$ cat src/rtl/nano_rv32i_pkg.sv
// Shared definitions for the nano_rv32i core: opcodes, funct codes, FSM states and ALU ops.
// NANO_RV32I_HALT_EN adds the HALT state and the ECALL/EBREAK encodings.
package nano_rv32i_pkg;

    localparam logic [6:0] OPC_LUI    = 7'b0110111;
    localparam logic [6:0] OPC_AUIPC  = 7'b0010111;
    localparam logic [6:0] OPC_JAL    = 7'b1101111;
    localparam logic [6:0] OPC_JALR   = 7'b1100111;
    localparam logic [6:0] OPC_BRANCH = 7'b1100011;
    localparam logic [6:0] OPC_LOAD   = 7'b0000011;
    localparam logic [6:0] OPC_STORE  = 7'b0100011;
    localparam logic [6:0] OPC_OP_IMM = 7'b0010011;
    localparam logic [6:0] OPC_OP     = 7'b0110011;
    localparam logic [6:0] OPC_SYSTEM = 7'b1110011;

    localparam logic [2:0] F3_ADD_SUB = 3'b000;
    localparam logic [2:0] F3_SLL     = 3'b001;
    localparam logic [2:0] F3_SLT     = 3'b010;
    localparam logic [2:0] F3_SLTU    = 3'b011;
    localparam logic [2:0] F3_XOR     = 3'b100;
    localparam logic [2:0] F3_SR      = 3'b101;
    localparam logic [2:0] F3_OR      = 3'b110;
    localparam logic [2:0] F3_AND     = 3'b111;

    localparam logic [2:0] F3_BEQ  = 3'b000;
    localparam logic [2:0] F3_BNE  = 3'b001;
    localparam logic [2:0] F3_BLT  = 3'b100;
    localparam logic [2:0] F3_BGE  = 3'b101;
    localparam logic [2:0] F3_BLTU = 3'b110;
    localparam logic [2:0] F3_BGEU = 3'b111;

    localparam logic [6:0] F7_ALT = 7'b0100000;

`ifdef NANO_RV32I_HALT_EN
    localparam logic [2:0]  F3_PRIV    = 3'b000;
    localparam logic [11:0] F12_ECALL  = 12'h000;
    localparam logic [11:0] F12_EBREAK = 12'h001;
`endif

    typedef enum logic [2:0] {
        ST_INIT,
        ST_FETCH,
        ST_EXEC,
        ST_LOAD_WB
`ifdef NANO_RV32I_HALT_EN
        , ST_HALT
`endif
    } state_e;

    typedef enum logic [3:0] {
        ALU_ADD, ALU_SUB, ALU_SLL, ALU_SLT, ALU_SLTU,
        ALU_XOR, ALU_SRL, ALU_SRA, ALU_OR, ALU_AND
    } alu_op_e;

endpackage

$ cat src/rtl/nano_rv32i_if.sv
// Instruction and data memory bus of the nano_rv32i core; the core is the master.
interface nano_rv32i_if;
    logic [31:0] i_addr_o;
    logic        i_rd_o;
    logic [31:0] i_data_i;
    logic [31:0] d_addr_o;
    logic        d_rd_o;
    logic [31:0] d_data_i;
    logic        d_wr_o;
    logic [31:0] d_data_o;

    modport master (
        output i_addr_o, i_rd_o, d_addr_o, d_rd_o, d_wr_o, d_data_o,
        input  i_data_i, d_data_i
    );

    modport slave (
        input  i_addr_o, i_rd_o, d_addr_o, d_rd_o, d_wr_o, d_data_o,
        output i_data_i, d_data_i
    );
endinterface

$ cat src/rtl/nano_rv32i_regfile.sv
// 32x32 register file: two asynchronous read ports, one synchronous write port, x0 reads as zero.
module nano_rv32i_regfile (
    input  logic        clk,
    input  logic        we_i,
    input  logic [4:0]  waddr_i,
    input  logic [31:0] wdata_i,
    input  logic [4:0]  raddr1_i,
    output logic [31:0] rdata1_o,
    input  logic [4:0]  raddr2_i,
    output logic [31:0] rdata2_o
);
    logic [31:0] regs_q [32];

    // Contents are deliberately not reset; x0 is never written so it can stay unreset too.
    always_ff @(posedge clk) begin
        if (we_i && (waddr_i != 5'd0)) begin
            regs_q[waddr_i] <= wdata_i;
        end
    end

    assign rdata1_o = (raddr1_i == 5'd0) ? 32'd0 : regs_q[raddr1_i];
    assign rdata2_o = (raddr2_i == 5'd0) ? 32'd0 : regs_q[raddr2_i];
endmodule

$ cat src/rtl/nano_rv32i_core.sv
// Multi-cycle RV32I core: FETCH/EXEC (plus LOAD_WB for loads), no pipeline.
// Define NANO_RV32I_HALT_EN to make ECALL/EBREAK halt the core and add the halt_o port.
module nano_rv32i_core
    import nano_rv32i_pkg::*;
#(
    parameter logic [31:0] RESET_PC = 32'h0000_0000
) (
    input  logic         clk_i,
    input  logic         rst_i,
    nano_rv32i_if.master bus
`ifdef NANO_RV32I_HALT_EN
    ,
    output logic         halt_o
`endif
);
    state_e      state_q, state_d;
    logic [31:0] pc_q, pc_d;
    logic [4:0]  load_rd_q, load_rd_d;

    logic [31:0] instr;
    logic [6:0]  opcode, funct7;
    logic [4:0]  rd, rs1, rs2;
    logic [2:0]  funct3;
    logic [31:0] imm_i, imm_s, imm_b, imm_u, imm_j;
    logic [31:0] rs1_val, rs2_val, alu_b, alu_y, addr_sum, pc_plus4;
    logic        rf_we, br_taken;
    logic [4:0]  rf_waddr;
    logic [31:0] rf_wdata;
    alu_op_e     alu_op;

    // The fetched word is consumed straight from the memory in EXEC, never latched.
    assign instr  = bus.i_data_i;
    assign opcode = instr[6:0];
    assign rd     = instr[11:7];
    assign funct3 = instr[14:12];
    assign rs1    = instr[19:15];
    assign rs2    = instr[24:20];
    assign funct7 = instr[31:25];

    assign imm_i = {{20{instr[31]}}, instr[31:20]};
    assign imm_s = {{20{instr[31]}}, instr[31:25], instr[11:7]};
    assign imm_b = {{19{instr[31]}}, instr[31], instr[7], instr[30:25], instr[11:8], 1'b0};
    assign imm_u = {instr[31:12], 12'd0};
    assign imm_j = {{11{instr[31]}}, instr[31], instr[19:12], instr[20], instr[30:21], 1'b0};

    assign pc_plus4 = pc_q + 32'd4;
    assign addr_sum = rs1_val + ((opcode == OPC_STORE) ? imm_s : imm_i);
    assign alu_b    = (opcode == OPC_OP) ? rs2_val : imm_i;

    nano_rv32i_regfile u_regfile (
        .clk      (clk_i),
        .we_i     (rf_we),
        .waddr_i  (rf_waddr),
        .wdata_i  (rf_wdata),
        .raddr1_i (rs1),
        .rdata1_o (rs1_val),
        .raddr2_i (rs2),
        .rdata2_o (rs2_val)
    );

    always_comb begin
        alu_op = ALU_ADD;
        case (funct3)
            F3_ADD_SUB: alu_op = (opcode == OPC_OP && funct7 == F7_ALT) ? ALU_SUB : ALU_ADD;
            F3_SLL:     alu_op = ALU_SLL;
            F3_SLT:     alu_op = ALU_SLT;
            F3_SLTU:    alu_op = ALU_SLTU;
            F3_XOR:     alu_op = ALU_XOR;
            F3_SR:      alu_op = (funct7 == F7_ALT) ? ALU_SRA : ALU_SRL;
            F3_OR:      alu_op = ALU_OR;
            F3_AND:     alu_op = ALU_AND;
            default:    alu_op = ALU_ADD;
        endcase
    end

    always_comb begin
        alu_y = 32'd0;
        case (alu_op)
            ALU_ADD:  alu_y = rs1_val + alu_b;
            ALU_SUB:  alu_y = rs1_val - alu_b;
            ALU_SLL:  alu_y = rs1_val << alu_b[4:0];
            ALU_SLT:  alu_y = {31'd0, $signed(rs1_val) < $signed(alu_b)};
            ALU_SLTU: alu_y = {31'd0, rs1_val < alu_b};
            ALU_XOR:  alu_y = rs1_val ^ alu_b;
            ALU_SRL:  alu_y = rs1_val >> alu_b[4:0];
            ALU_SRA:  alu_y = $unsigned($signed(rs1_val) >>> alu_b[4:0]);
            ALU_OR:   alu_y = rs1_val | alu_b;
            ALU_AND:  alu_y = rs1_val & alu_b;
            default:  alu_y = 32'd0;
        endcase
    end

    always_comb begin
        br_taken = 1'b0;
        case (funct3)
            F3_BEQ:  br_taken = (rs1_val == rs2_val);
            F3_BNE:  br_taken = (rs1_val != rs2_val);
            F3_BLT:  br_taken = ($signed(rs1_val) < $signed(rs2_val));
            F3_BGE:  br_taken = ($signed(rs1_val) >= $signed(rs2_val));
            F3_BLTU: br_taken = (rs1_val < rs2_val);
            F3_BGEU: br_taken = (rs1_val >= rs2_val);
            default: br_taken = 1'b0;
        endcase
    end

    always_comb begin
        state_d      = state_q;
        pc_d         = pc_q;
        load_rd_d    = load_rd_q;
        rf_we        = 1'b0;
        rf_waddr     = rd;
        rf_wdata     = alu_y;
        bus.i_rd_o   = 1'b0;
        bus.i_addr_o = 32'd0;
        bus.d_rd_o   = 1'b0;
        bus.d_wr_o   = 1'b0;
        bus.d_addr_o = 32'd0;
        bus.d_data_o = 32'd0;
        case (state_q)
            ST_INIT: state_d = ST_FETCH;
            ST_FETCH: begin
                bus.i_rd_o   = 1'b1;
                bus.i_addr_o = pc_q;
                state_d      = ST_EXEC;
            end
            ST_EXEC: begin
                state_d = ST_FETCH;
                pc_d    = pc_plus4;
                case (opcode)
                    OPC_LUI:    begin rf_we = 1'b1; rf_wdata = imm_u; end
                    OPC_AUIPC:  begin rf_we = 1'b1; rf_wdata = pc_q + imm_u; end
                    OPC_JAL:    begin rf_we = 1'b1; rf_wdata = pc_plus4; pc_d = pc_q + imm_j; end
                    OPC_JALR:   begin rf_we = 1'b1; rf_wdata = pc_plus4; pc_d = addr_sum & ~32'd1; end
                    OPC_BRANCH: pc_d = br_taken ? (pc_q + imm_b) : pc_plus4;
                    OPC_OP_IMM, OPC_OP: rf_we = 1'b1;
                    OPC_LOAD: begin
                        bus.d_rd_o   = 1'b1;
                        bus.d_addr_o = addr_sum;
                        load_rd_d    = rd;
                        pc_d         = pc_q;
                        state_d      = ST_LOAD_WB;
                    end
                    OPC_STORE: begin
                        bus.d_wr_o   = 1'b1;
                        bus.d_addr_o = addr_sum;
                        bus.d_data_o = rs2_val;
                    end
`ifdef NANO_RV32I_HALT_EN
                    OPC_SYSTEM: begin
                        if (funct3 == F3_PRIV && rs1 == 5'd0 && rd == 5'd0 &&
                            (instr[31:20] == F12_ECALL || instr[31:20] == F12_EBREAK)) begin
                            pc_d    = pc_q;
                            state_d = ST_HALT;
                        end
                    end
`endif
                    default: ;
                endcase
            end
            ST_LOAD_WB: begin
                rf_we    = 1'b1;
                rf_waddr = load_rd_q;
                rf_wdata = bus.d_data_i;
                pc_d     = pc_plus4;
                state_d  = ST_FETCH;
            end
`ifdef NANO_RV32I_HALT_EN
            ST_HALT: state_d = ST_HALT;
`endif
            default: state_d = ST_INIT;
        endcase
    end

    always_ff @(posedge clk_i or posedge rst_i) begin
        if (rst_i) begin
            state_q   <= ST_INIT;
            pc_q      <= RESET_PC;
            load_rd_q <= 5'd0;
        end else begin
            state_q   <= state_d;
            pc_q      <= pc_d;
            load_rd_q <= load_rd_d;
        end
    end

`ifdef NANO_RV32I_HALT_EN
    assign halt_o = (state_q == ST_HALT);
`endif
endmodule

$ cat src/flat_wrapper.sv
// flat-port wrapper written by rule: the top's interface ports become plain ports
module nano_rv32i_core_flat import nano_rv32i_pkg::*;
#(
    parameter logic [31:0] RESET_PC = 32'h0000_0000
)
  (clk_i, rst_i, bus_i_addr_o, bus_i_rd_o, bus_d_addr_o, bus_d_rd_o, bus_d_wr_o, bus_d_data_o, bus_i_data_i, bus_d_data_i);
  nano_rv32i_if bus_i ();
  input  logic clk_i;
  input  logic rst_i;
  output wire logic [$bits(bus_i.i_addr_o)-1:0] bus_i_addr_o;
  output wire logic [$bits(bus_i.i_rd_o)-1:0] bus_i_rd_o;
  output wire logic [$bits(bus_i.d_addr_o)-1:0] bus_d_addr_o;
  output wire logic [$bits(bus_i.d_rd_o)-1:0] bus_d_rd_o;
  output wire logic [$bits(bus_i.d_wr_o)-1:0] bus_d_wr_o;
  output wire logic [$bits(bus_i.d_data_o)-1:0] bus_d_data_o;
  input wire logic [$bits(bus_i.i_data_i)-1:0] bus_i_data_i;
  input wire logic [$bits(bus_i.d_data_i)-1:0] bus_d_data_i;
  assign bus_i_addr_o = bus_i.i_addr_o;
  assign bus_i_rd_o = bus_i.i_rd_o;
  assign bus_d_addr_o = bus_i.d_addr_o;
  assign bus_d_rd_o = bus_i.d_rd_o;
  assign bus_d_wr_o = bus_i.d_wr_o;
  assign bus_d_data_o = bus_i.d_data_o;
  assign bus_i.i_data_i = bus_i_data_i;
  assign bus_i.d_data_i = bus_d_data_i;
  nano_rv32i_core #(.RESET_PC(RESET_PC)) u_core (.clk_i(clk_i), .rst_i(rst_i), .bus(bus_i));
endmodule
$ cat config.mk
export PLATFORM = sky130hd
export DESIGN_NAME = nano_rv32i_core_flat
export DESIGN_NICKNAME = d
export VERILOG_FILES = /design/src/rtl/nano_rv32i_pkg.sv /design/src/rtl/nano_rv32i_if.sv /design/src/rtl/nano_rv32i_regfile.sv /design/src/rtl/nano_rv32i_core.sv /design/src/flat_wrapper.sv
export SDC_FILE = /design/constraint.sdc
export NUM_CORES = 2
export LEC_CHECK = 0
export CORE_UTILIZATION = 50
export DETAILED_ROUTE_END_ITERATION = 8
export PLACE_DENSITY_LB_ADDON = 0.12
export SETUP_SLACK_MARGIN = 0.02
export SLEW_MARGIN = 20
export SYNTH_ARGS = -nofsm -noshare
export SYNTH_HDL_FRONTEND = slang
export SYNTH_SLANG_ARGS = --single-unit
$ cat constraint.sdc
create_clock -name clk_i -period 8.5 [get_ports clk_i]
set_input_delay 0.85 -clock clk_i [delete_from_list [all_inputs] [get_ports clk_i]]
set_output_delay 0.85 -clock clk_i [all_outputs]
set_load 0.05 [all_outputs]
==> results.cfg <==
[layout]
area_growth_pct = 12.4
multiInputGateArea_um2 = 33500
fin_nets = 5676
drive_gt1_share_pct = 20.9
register_area_um2 = 31700
num-fill-cells = 10900
fin_util_pct = 56.5

[power]
ir_drop_mv = 0.192
p_per_area_nw_per_um2 = 194
swShare_pct = 32.0
p_leak_nw = 26.5
clock_power_share_pct = 31.7
power_frac_comb_pct = 26.6
internal_power_mw = 9.96
finalPower_mw = 14.6
power_switching_mw = 4.68
seqPwrFrac_pct = 41.7

[synthesis]
ys_ff_latch = 1062
synth_most_common_cell = edfxtp_1
synth_top_area_share_pct = 45.8
synth.area.top_cells = edfxtp_1, mux4_2, ha_1
yosysWarnings = 0
yosys.area.top_type = edfxtp_1
async_reset_ff_share_pct = 3.58
synth_top_flop_cell = edfxtp_1
ys_seq_area_share_pct = 47.3
syn_area_um2 = 67100
avgSynthCellArea_um2 = 13.0
synthTopCellsByCount = edfxtp_1, mux4_2, nand2_1, nor2_1, a21oi_1
synth-edff-count = 1024
syn_inst = 5175
ys_types = 111

[worst_setup_path]
crit_family = compound AO/OA/AOI/OAI gates
end_kind = output pin
critPathLaunch = bus_i_data_i[16]
endpoint = bus_d_addr_o[30]
reg2reg_to = u_core.u_regfile.regs_q[15][27]$_DFFE_PP_
critical_path_class = in2out
arrival_ps = 6940
r2r_setup_slack_ps = 1700
slowest_stage = nor2_1
worstSetupStartpointType = primary input
crit_fanout = 63
rr_worst_depth = 22
cp_slowest_stage_delay_ps = 850
crit_buf_inv = 6
cp.depth = 19
crit_required_ps = 7650
crit_path_cell_trace = buf_8 > buf_12 > nor2_1 > a31oi_1 > buf_4 > a22oi_2 > inv_1 > ha_1 > inv_1 > nor4_1 > o21bai_1 > a21oi_1 > o32a_1 > a31o_2 > a211o_1 > a311oi_1 > xnor2_1 > nor2b_1 > buf_12
r2r-start = u_core.u_regfile.regs_q[23][10]$_DFFE_PP_

[run]
drv_cap = 0

[timing]
final.setup.tns_ps = 0
slew_headroom_pct = 25.1
fmax_ghz = 0.128
final_max_slew_viol_count = 0
post-route-period-util_pct = 91.7
fin_skew_ps = 81.8
setup_viol = 0
final.min_clock_period_ps = 7790
tightest_slew_ps = 1120
rsz0062_at_grt = false
hold_viol = 0
timing.hold.ws_ps = 521

[cts]
cts.sinks = 1062
cts_tree = yes
path_clk_slew_ps = 60
postCtsHoldBufs = 0
root_buffer = clkbuf_16
post_cts_buffers = 0
numCtsBuffers = 107
ctsResizeCount = 0
clock_path_buffers = 3
clk_latency_ps = 760
cts_max_level = 3

[floorplanning]
ioPinCount = 165
die-area_um2 = 136000
core_area_um2 = 133000
initial_core_util_pct = 50.3
die_h_um = 368
rows = 134
chipWidth_um = 368

[placed_design]
portBuffers = 163
globalplace.congestion = 1.04
hpwl_um = 188000

[drt]
avgViaCountPerCell = 7.13
wirelength_um = 272000
dr.pass1.iters = 8
drc = 0
postRouteAntennaNets = 0
wl_per_cell_um = 37.5
via_count = 51600
drt_iter0_markers = 7449

[global_route]
grt_max_degree = 79
grt_pass1_vias = 49800
grt_pass1_wl_um = 381000
grtUsageTotal_pct = 39.8
grt.overflow.total = 0
antenna_found_initial = 7

[worst_hold_path]
hold_class = reg2reg

[status]
status = finished clean
-- power groups by stage --
stage          Combinational, mW  Clock, mW  Sequential [mW]
6_report                    3.89       4.65             6.10
5_1_grt                     4.09       4.86             6.10
4_1_cts                     3.79       4.69             6.10
3_5_place_dp                3.77          0             6.21
3_3_place_gp                3.77          0             6.20
2_1_floorplan               2.42          0             6.15
-- kinds of logic after synthesis --
group,count (synthesis),synth area share [%]
and+or+nand+nor,1228,8.37
AOI/OAI and AO/OA,1210,11.9
xor gates and xnor gates,155,2.02
other,1,0.00559
buffers and inverters,494,3.73
adders and majority gates,221,4.19
DFF,1062,47.3
muxes,804,22.5
-- layout make-up --
cell class | instances | share of cell area [%]
inverters | 127 | 0.642
flip-flops and latches | 1062 | 42.1
well taps | 1768 | 2.93
multi-input cells | 3651 | 44.5
clock buffers | 128 | 3.70
repair buffers | 440 | 5.38
diodes | 3 | 0.00996
clock inverters | 67 | 0.823
-- cell usage in the layout, fill, tap and decap left out, drive strengths merged, types with 16 or more instances in the layout --
cell and n:
o211ai 55, xnor2 99, mux2i 199, o21a 22
a221oi 37, clkinv 56, xor2 56, a22oi 44
nor3 61, o22ai 60, and3 42, a211o 21
edfxtp 1024, nor2 359, dfrtp 38, o21bai 34
inv 128, clkbuf 128, ha 215, clkdlybuf4s50 137
nand3 110, or3 19, o21ai 274, nand2b 33
nor4 16, a221o 20, a31oi 45, mux4 542
buf 303, nand4 27, and2 45, conb 33
a211oi 60, o221ai 19, nand2 420, a21oi 292
mux2 63, a21o 69, nor2b 45
-- per-layer routing --
| metal | vias to the layer above | routed length [um] | GRT usage [%] |
|---|---|---|---|
| met2 | 3480 | 122000 | 60.3 |
| li1 | 21100 | - | - |
| met3 | 713 | 28700 | 8.37 |
| met4 | 6 | 15900 | 20.0 |
| met1 | 26300 | 106000 | 54.5 |
| met5 | - | 39 | 0 |
-- per-stage QoR --
stage | area (um2) | std cells | worst slack, ps
6_report | 75400 | 7246 | 707
4_1_cts | 75300 | 7242 | 821
5_1_grt | 75400 | 7243 | 520
2_1_floorplan | 67200 | 5207 | 443
3_5_place_dp | 71900 | 7047 | 252
3_3_place_gp | 71900 | 7047 | 228
-- worst min path at each step --
stage / startpoint / endpoint / slack (ps) / cells after the start
after CTS: u_core.load_rd_q[2]$_DFFE_PP0P_ / u_core.load_rd_q[2]$_DFFE_PP0P_ / 520 / 1
after global routing: u_core.load_rd_q[2]$_DFFE_PP0P_ / u_core.load_rd_q[2]$_DFFE_PP0P_ / 550 / 1
final: u_core.load_rd_q[2]$_DFFE_PP0P_ / u_core.load_rd_q[2]$_DFFE_PP0P_ / 520 / 1
after floorplan: u_core.load_rd_q[2]$_DFFE_PP0P_ / u_core.load_rd_q[2]$_DFFE_PP0P_ / 480 / 1
after detailed placement: u_core.load_rd_q[2]$_DFFE_PP0P_ / u_core.load_rd_q[2]$_DFFE_PP0P_ / 500 / 1
after global placement: u_core.load_rd_q[2]$_DFFE_PP0P_ / u_core.load_rd_q[2]$_DFFE_PP0P_ / 490 / 1
-- sequential cells by signal (all words and copies together), names as in the netlist --
signal                   flops
u_core.state_q               2
u_core.u_regfile.regs_q   1024
u_core.pc_q                 31
u_core.load_rd_q             5
Power figures use the tool's default switching activity.
